===== config.mk =====
export PLATFORM = sky130hd
export DESIGN_NAME = unstrip_lane_sequencer
export DESIGN_NICKNAME = d
export VERILOG_FILES = /design/src/rtl/unstrip_lane_sequencer.sv
export SDC_FILE = /design/constraint.sdc
export NUM_CORES = 1
export LEC_CHECK = 0
export CELL_PAD_IN_SITES_DETAIL_PLACEMENT = 1
export CELL_PAD_IN_SITES_GLOBAL_PLACEMENT = 2
export CORE_UTILIZATION = 35
export DETAILED_ROUTE_END_ITERATION = 16
export PLACE_DENSITY_LB_ADDON = 0.1
export SLEW_MARGIN = 20
export SYNTH_ARGS = -nofsm -noshare
export SYNTH_HDL_FRONTEND = slang
export SYNTH_SLANG_ARGS = --single-unit

===== constraint.sdc =====
create_clock -name CLK -period 2.3 [get_ports CLK]
set_input_delay 0.46 -clock CLK [delete_from_list [all_inputs] [get_ports CLK]]
set_output_delay 0.46 -clock CLK [all_outputs]
set_load 0.1 [all_outputs]

===== src/rtl/unstrip_lane_sequencer.sv =====
// Handshaked 4-lane unstriping sequencer: aligns lanes on a COM group, then
// serialises lanes 0..3 onto one byte stream. Optional macro: SKP_DROP_EN.
package unstrip_lane_sequencer_pkg;

    localparam int unsigned LANES  = 4;
    localparam int unsigned BYTE_W = 8;

    typedef struct packed {
        logic              dk;
        logic [BYTE_W-1:0] data;
    } lane_sym_t;

    typedef lane_sym_t [LANES-1:0] lane_group_t;

    typedef enum logic [1:0] {
        ST_ALIGN = 2'd0,
        ST_RUN   = 2'd1,
        ST_ERR   = 2'd2
    } state_t;

endpackage

module unstrip_lane_sequencer
    import unstrip_lane_sequencer_pkg::*;
#(
    parameter logic [7:0]  COM_SYM   = 8'hBC,
    parameter logic [7:0]  SKP_SYM   = 8'h1C,
    parameter int unsigned MAX_RETRY = 3
) (
    input  logic       CLK,
    input  logic       RESET_L,
    input  logic       IN_VALID,
    output logic       IN_READY,
    input  logic [7:0] LANE0,
    input  logic [7:0] LANE1,
    input  logic [7:0] LANE2,
    input  logic [7:0] LANE3,
    input  logic       DK_0,
    input  logic       DK_1,
    input  logic       DK_2,
    input  logic       DK_3,
    output logic       OUT_VALID,
    input  logic       OUT_READY,
    output logic [7:0] D,
    output logic       DK,
    input  logic       RESYNC,
    output logic       ALIGNED,
    output logic       ALIGN_ERR
);

    localparam int unsigned DEPTH   = 2;
    localparam int unsigned CNT_W   = 2;
    localparam int unsigned RETRY_W = 4;
    localparam int unsigned LPTR_W  = 2;

    state_t               state_q, state_d;
    lane_group_t          mem [DEPTH];
    logic                 wr_ptr_q, rd_ptr_q;
    logic [CNT_W-1:0]     count_q;
    logic [LPTR_W-1:0]    lane_ptr_q;
    logic [RETRY_W-1:0]   retry_q, retry_d, retry_inc;

    lane_group_t          in_group;
    lane_sym_t            head_sym;
    logic [LANES-1:0]     com_hit, skp_hit;
    logic                 is_com, is_partial, is_skp, drop_skp;
    logic                 in_fire, out_fire, advance, pop, push, flush;

    // Incoming group and per-lane symbol classification
    always_comb begin
        in_group[0] = {DK_0, LANE0};
        in_group[1] = {DK_1, LANE1};
        in_group[2] = {DK_2, LANE2};
        in_group[3] = {DK_3, LANE3};
        for (int i = 0; i < int'(LANES); i++) begin
            com_hit[i] = in_group[i].dk && (in_group[i].data == COM_SYM);
            skp_hit[i] = in_group[i].dk && (in_group[i].data == SKP_SYM);
        end
    end

    assign is_com     = &com_hit;
    assign is_partial = (|com_hit) && !(&com_hit);
    assign is_skp     = &skp_hit;

`ifdef SKP_DROP_EN
    assign drop_skp = is_skp;
`else
    logic unused_skp;
    assign unused_skp = is_skp;
    assign drop_skp   = 1'b0;
`endif

    assign IN_READY  = (state_q == ST_ERR) || (count_q < CNT_W'(DEPTH));
    assign OUT_VALID = (count_q != '0) && (state_q != ST_ERR);
    assign ALIGNED   = (state_q == ST_RUN);
    assign ALIGN_ERR = (state_q == ST_ERR);

    assign head_sym  = mem[rd_ptr_q][lane_ptr_q];
    assign D         = OUT_VALID ? head_sym.data : 8'h00;
    assign DK        = OUT_VALID && head_sym.dk;

    assign in_fire   = IN_VALID && IN_READY;
    assign out_fire  = OUT_VALID && OUT_READY;
    assign retry_inc = retry_q + RETRY_W'(1);

    // Handshakes are ignored on a flush cycle; that group and byte are lost
    assign advance   = out_fire && !flush;
    assign pop       = advance && (lane_ptr_q == LPTR_W'(LANES - 1));

    always_ff @(posedge CLK or negedge RESET_L) begin
        if (!RESET_L) begin
            state_q <= ST_ALIGN;
        end else begin
            state_q <= state_d;
        end
    end

    always_comb begin
        state_d = state_q;
        retry_d = retry_q;
        push    = 1'b0;
        flush   = 1'b0;
        if (RESYNC) begin
            flush   = 1'b1;
            retry_d = '0;
            state_d = ST_ALIGN;
        end else begin
            case (state_q)
                ST_ALIGN: begin
                    if (in_fire && is_com) begin
                        push    = 1'b1;
                        state_d = ST_RUN;
                    end
                end
                ST_RUN: begin
                    if (in_fire) begin
                        if (is_partial) begin
                            flush   = 1'b1;
                            retry_d = retry_inc;
                            state_d = (retry_inc >= RETRY_W'(MAX_RETRY)) ? ST_ERR : ST_ALIGN;
                        end else if (!drop_skp) begin
                            push = 1'b1;
                        end
                    end
                end
                ST_ERR: begin
                    flush = 1'b0;
                end
                default: begin
                    state_d = ST_ALIGN;
                end
            endcase
        end
    end

    // Two-entry group FIFO, lane pointer and retry counter
    always_ff @(posedge CLK or negedge RESET_L) begin
        if (!RESET_L) begin
            for (int i = 0; i < int'(DEPTH); i++) begin
                mem[i] <= '0;
            end
            wr_ptr_q   <= 1'b0;
            rd_ptr_q   <= 1'b0;
            count_q    <= '0;
            lane_ptr_q <= '0;
            retry_q    <= '0;
        end else begin
            retry_q <= retry_d;
            if (flush) begin
                wr_ptr_q   <= 1'b0;
                rd_ptr_q   <= 1'b0;
                count_q    <= '0;
                lane_ptr_q <= '0;
            end else begin
                if (push) begin
                    mem[wr_ptr_q] <= in_group;
                    wr_ptr_q      <= ~wr_ptr_q;
                end
                if (pop) begin
                    rd_ptr_q <= ~rd_ptr_q;
                end
                if (advance) begin
                    lane_ptr_q <= lane_ptr_q + LPTR_W'(1);
                end
                count_q <= count_q + CNT_W'(push) - CNT_W'(pop);
            end
        end
    end

endmodule

==> flow_summary.toml <==
[critical_path]
crit_chain = "buf_12 -> buf_16 -> mux4_2 -> mux2i_1 -> nor2_2 -> buf_12"
worst_setup_path_start_kind = "flop"
worstPathRequired_ps = 1840
cp_slowest_cell = "mux4_2"
crit_end = "D[2]"
slowest_delay_ps = 520
worst_setup_path_end_kind = "output port"
r2r-start = "state_q[1]"
cp_max_fo = 5
crit_top_cell = "buf_12"
r2r_slack_ps = 130
ff2ff_path_depth = 11
crit_arrival_ps = 1970
r2r_end = "count_q[1]"
path_class = "reg -> out"
startpoint = "rd_ptr_q"

[synth]
yosys.area_share.xor_xnor_pct = 1.659
synth_top_area_cell = "dfrtp_1"
synth_fa_ha_area_share_pct = 1.481
syn_avg_cell_area_um2 = 14.61
syn_nets = 335
netlist_instances = 289
synth_top_family_by_area = "multiplexers"
yosys_warnings = 0
muxShareOfSynthArea_pct = 34.07
ys_types = 41
yosys.area.top_type_share_pct = 49.78
ys_seq_area_share_pct = 49.78
synth-simple-area-share_pct = 8.474
synth-compound-area-share_pct = 1.452
yosys-top-cells-area = "dfrtp_1 50%, mux2_4 11%, mux2_1 9.6%, mux4_2 9.6%, mux2i_1 2.6%"
synth_area_mm2 = 0.004223
ys_ff_latch = 84

[cts]
cts_sinks = 84
cts_buffer_depth = 2
clock_latency_ps = 350
clk_pin_slew_ps = 60
cts_hold_buffers = 0
cts-root-buf = "clkbuf_16"
cts_buffers = 9
htree_levels = 3
cts_tree = "yes"

[hold_path]
hp-class = "in -> async"

[power_and_ir_drop]
leakagePower_uw = 0.002920
p_per_area_mw_per_mm2 = 508.5
vdd_ir_drop_max_mv = 0.2934
power_uw = 3161

[job]
drv_cap = 0

[global_routing]
grt_usage_pct = 19.85
grt_pass1_wl_um = 18400
grt_pass1_vias = 3233
grt_start_max_net_pins = 43
grt_use_met2_pct = 32.59
grt_overflow_total = 0
grt_use_met1_pct = 26.32
grt_util_met3_pct = 2.994
antenna_found_initial = 0
grt_busiest_layer = "met2"

[finish]
fin_nets = 449
nFillCells = 1141
seq_area_mm2 = 0.002103
instances_no_fill = 551
multiInputGateArea_mm2 = 0.002352
syn2layout_area_growth_pct = 47.23
diodes = 0
layout-drive-gt1-share_pct = 60.05

[floorplanning]
initial_core_util_pct = 36.51
fp.dieH_um = 111.8
core-area_mm2 = 0.01156
dieArea_mm2 = 0.01251
ios = 54
die_x_um = 111.8
rows = 39

[drt]
wl_per_cell_um = 20.67
vias_per_cell = 5.147
detail-route-antenna-nets = 0
drc = 4
vias = 2836
drt_iter0_markers = 56
routed_wl_um = 11390
dr.pass1.iters = 10

[placement]
dp_hpwl_um = 7332
dp.cells = 519
gp_congestion = 0.7055
portBuffers = 53

[timing]
tightest_slew_ps = 560.9
hold_ws_ps = 91.07
slew_violations = 0
fmax_mhz = 412.1
max-slew-margin-rel_pct = 62.61
hold_viol = 0
fin_skew_ps = 6.061
final.setup.tns_ps = -892.0
setup_viol = 10
worst_slack_ps = -126.6
fin_crit_sh_pct = 105.5
period_needed_ps = 2427
rsz0062_at_grt = "true"

[status]
outcome = "complete, but fails checks"
violations = "DRC, setup timing"
## Yosys cell counts, drive strengths merged
cell type and n:
o311ai 1, nand3b 1, a21o 1, nor4 8, mux4 18, a21boi 1
and4 1, xnor2 4, nor3b 1, xor2 4, mux2 72, dfrtp 84
ha 5, nor2 14, o211ai 1, nor2b 1, inv 6, nand4 1
buf 12, and2 1, mux2i 11, nand2 11, nor3 7, o21ai 3
or2 1, nand4b 4, a21oi 1, a31oi 1, clkbuf 3, nand3 3
nand2b 6, and3 1
## state kept, by name, indices dropped and copies added, names as in the netlist
register    cells
rd_ptr_q        1
count_q         2
mem            72
retry_q         4
state_q         2
wr_ptr_q        1
lane_ptr_q      2
## report_power, final
group | leakage, uW | internal [uW] | switching, uW
Combinational | 0.00161 | 85.0 | 93.5
Sequential | 0.00117 | 1480 | 0.000000178
Clock | 0.000142 | 902 | 603
## cell families (layout without fill, tap and decap cells)
kind of cell    Yosys count  after routing
fa+ha+maj                 5              5
simple gates             61             61
flops                    84             84
mux                     101            101
compound gates            9              9
xor+xnor                  8              8
buf+inv                  21            140
## critical path: cells and delay by family (launching register included)
| kind | cells | cell delay, ps |
|---|---|---|
| buffers and inverters | 3 | 430 |
| DFF | 1 | 410 |
| muxes | 2 | 710 |
| and+or+nand+nor | 1 | 70 |
## routing by layer
layer | wire length, um | share of wire [%] | vias to the layer above
met5 | 0 | 0 | -
met4 | 195 | 1.7 | 0
met3 | 261 | 2.3 | 13
met2 | 5622 | 49 | 47
met1 | 5311 | 47 | 1486
li1 | - | - | 1290
## area by class of cell
class                           count  share of cell area (%)
Clock buffer                       13                   4.186
Multi-Input combinational cell    184                   37.83
Tap cell                          143                   2.878
Clock inverter                      3                  0.7245
Sequential cell                    84                   33.83
Timing Repair Buffer              118                   20.12
Inverter                            6                  0.4226
## how the worst min path moves through the flow
stage / start / endpoint / slack (ps) / cells past startpoint
6_report: RESET_L / mem[11] / 90 / 1
3_5_place_dp: mem[66] / mem[66] / 480 / 1
3_3_place_gp: mem[65] / mem[65] / 470 / 1
4_1_cts: RESET_L / mem[11] / 110 / 1
5_1_grt: RESET_L / mem[47] / 140 / 1
2_1_floorplan: RESET_L / count_q[0] / 160 / 0
## metrics by stage
| step | worst slack (ps) | cell area [um2] | utilization [%] |
|---|---|---|---|
| 3_3_place_gp | -900.4 | 5569 | 48.16 |
| 3_5_place_dp | -946.5 | 5569 | 48.16 |
| 2_1_floorplan | -288.8 | 4432 | - |
| 5_1_grt | -208.8 | 6217 | 53.76 |
| 4_1_cts | -144.1 | 6176 | 53.40 |
| 6_report | -126.6 | 6217 | 53.76 |
## timing repair
item	4_1_cts	5_1_grt
setup endpoints to repair	84	49
cloned	5	1
setup buffers	10	1
resized for setup	101	50
pin swaps	18	25
## layout by cell type, fill, tap and decap left out, types with 2 or more instances in the layout
master           instances
nand3_2                  2
clkbuf_16               10
clkdlybuf4s15_1          5
buf_12                  20
mux2i_2                  2
inv_1                    4
ha_4                     2
nand2b_4                 4
xnor2_1                  4
nand2b_1                 2
nor4_4                   6
buf_2                    2
xor2_1                   4
clkdlybuf4s50_1          3
nand2_1                  6
dlygate4sd2_1            6
nand2_2                  5
mux4_2                  18
nand4b_1                 4
mux2_4                  66
nor2_1                   5
clkbuf_1                 2
mux2_1                   6
o21ai_4                  2
buf_4                   50
buf_16                   4
ha_1                     3
clkbuf_2                17
mux2i_1                  9
clkbuf_8                 2
nor2_2                   8
clkinvlp_4               3
buf_6                    9
nor4_1                   2
dfrtp_1                 83
nor3_1                   5
(Power assumes the default switching activity.)
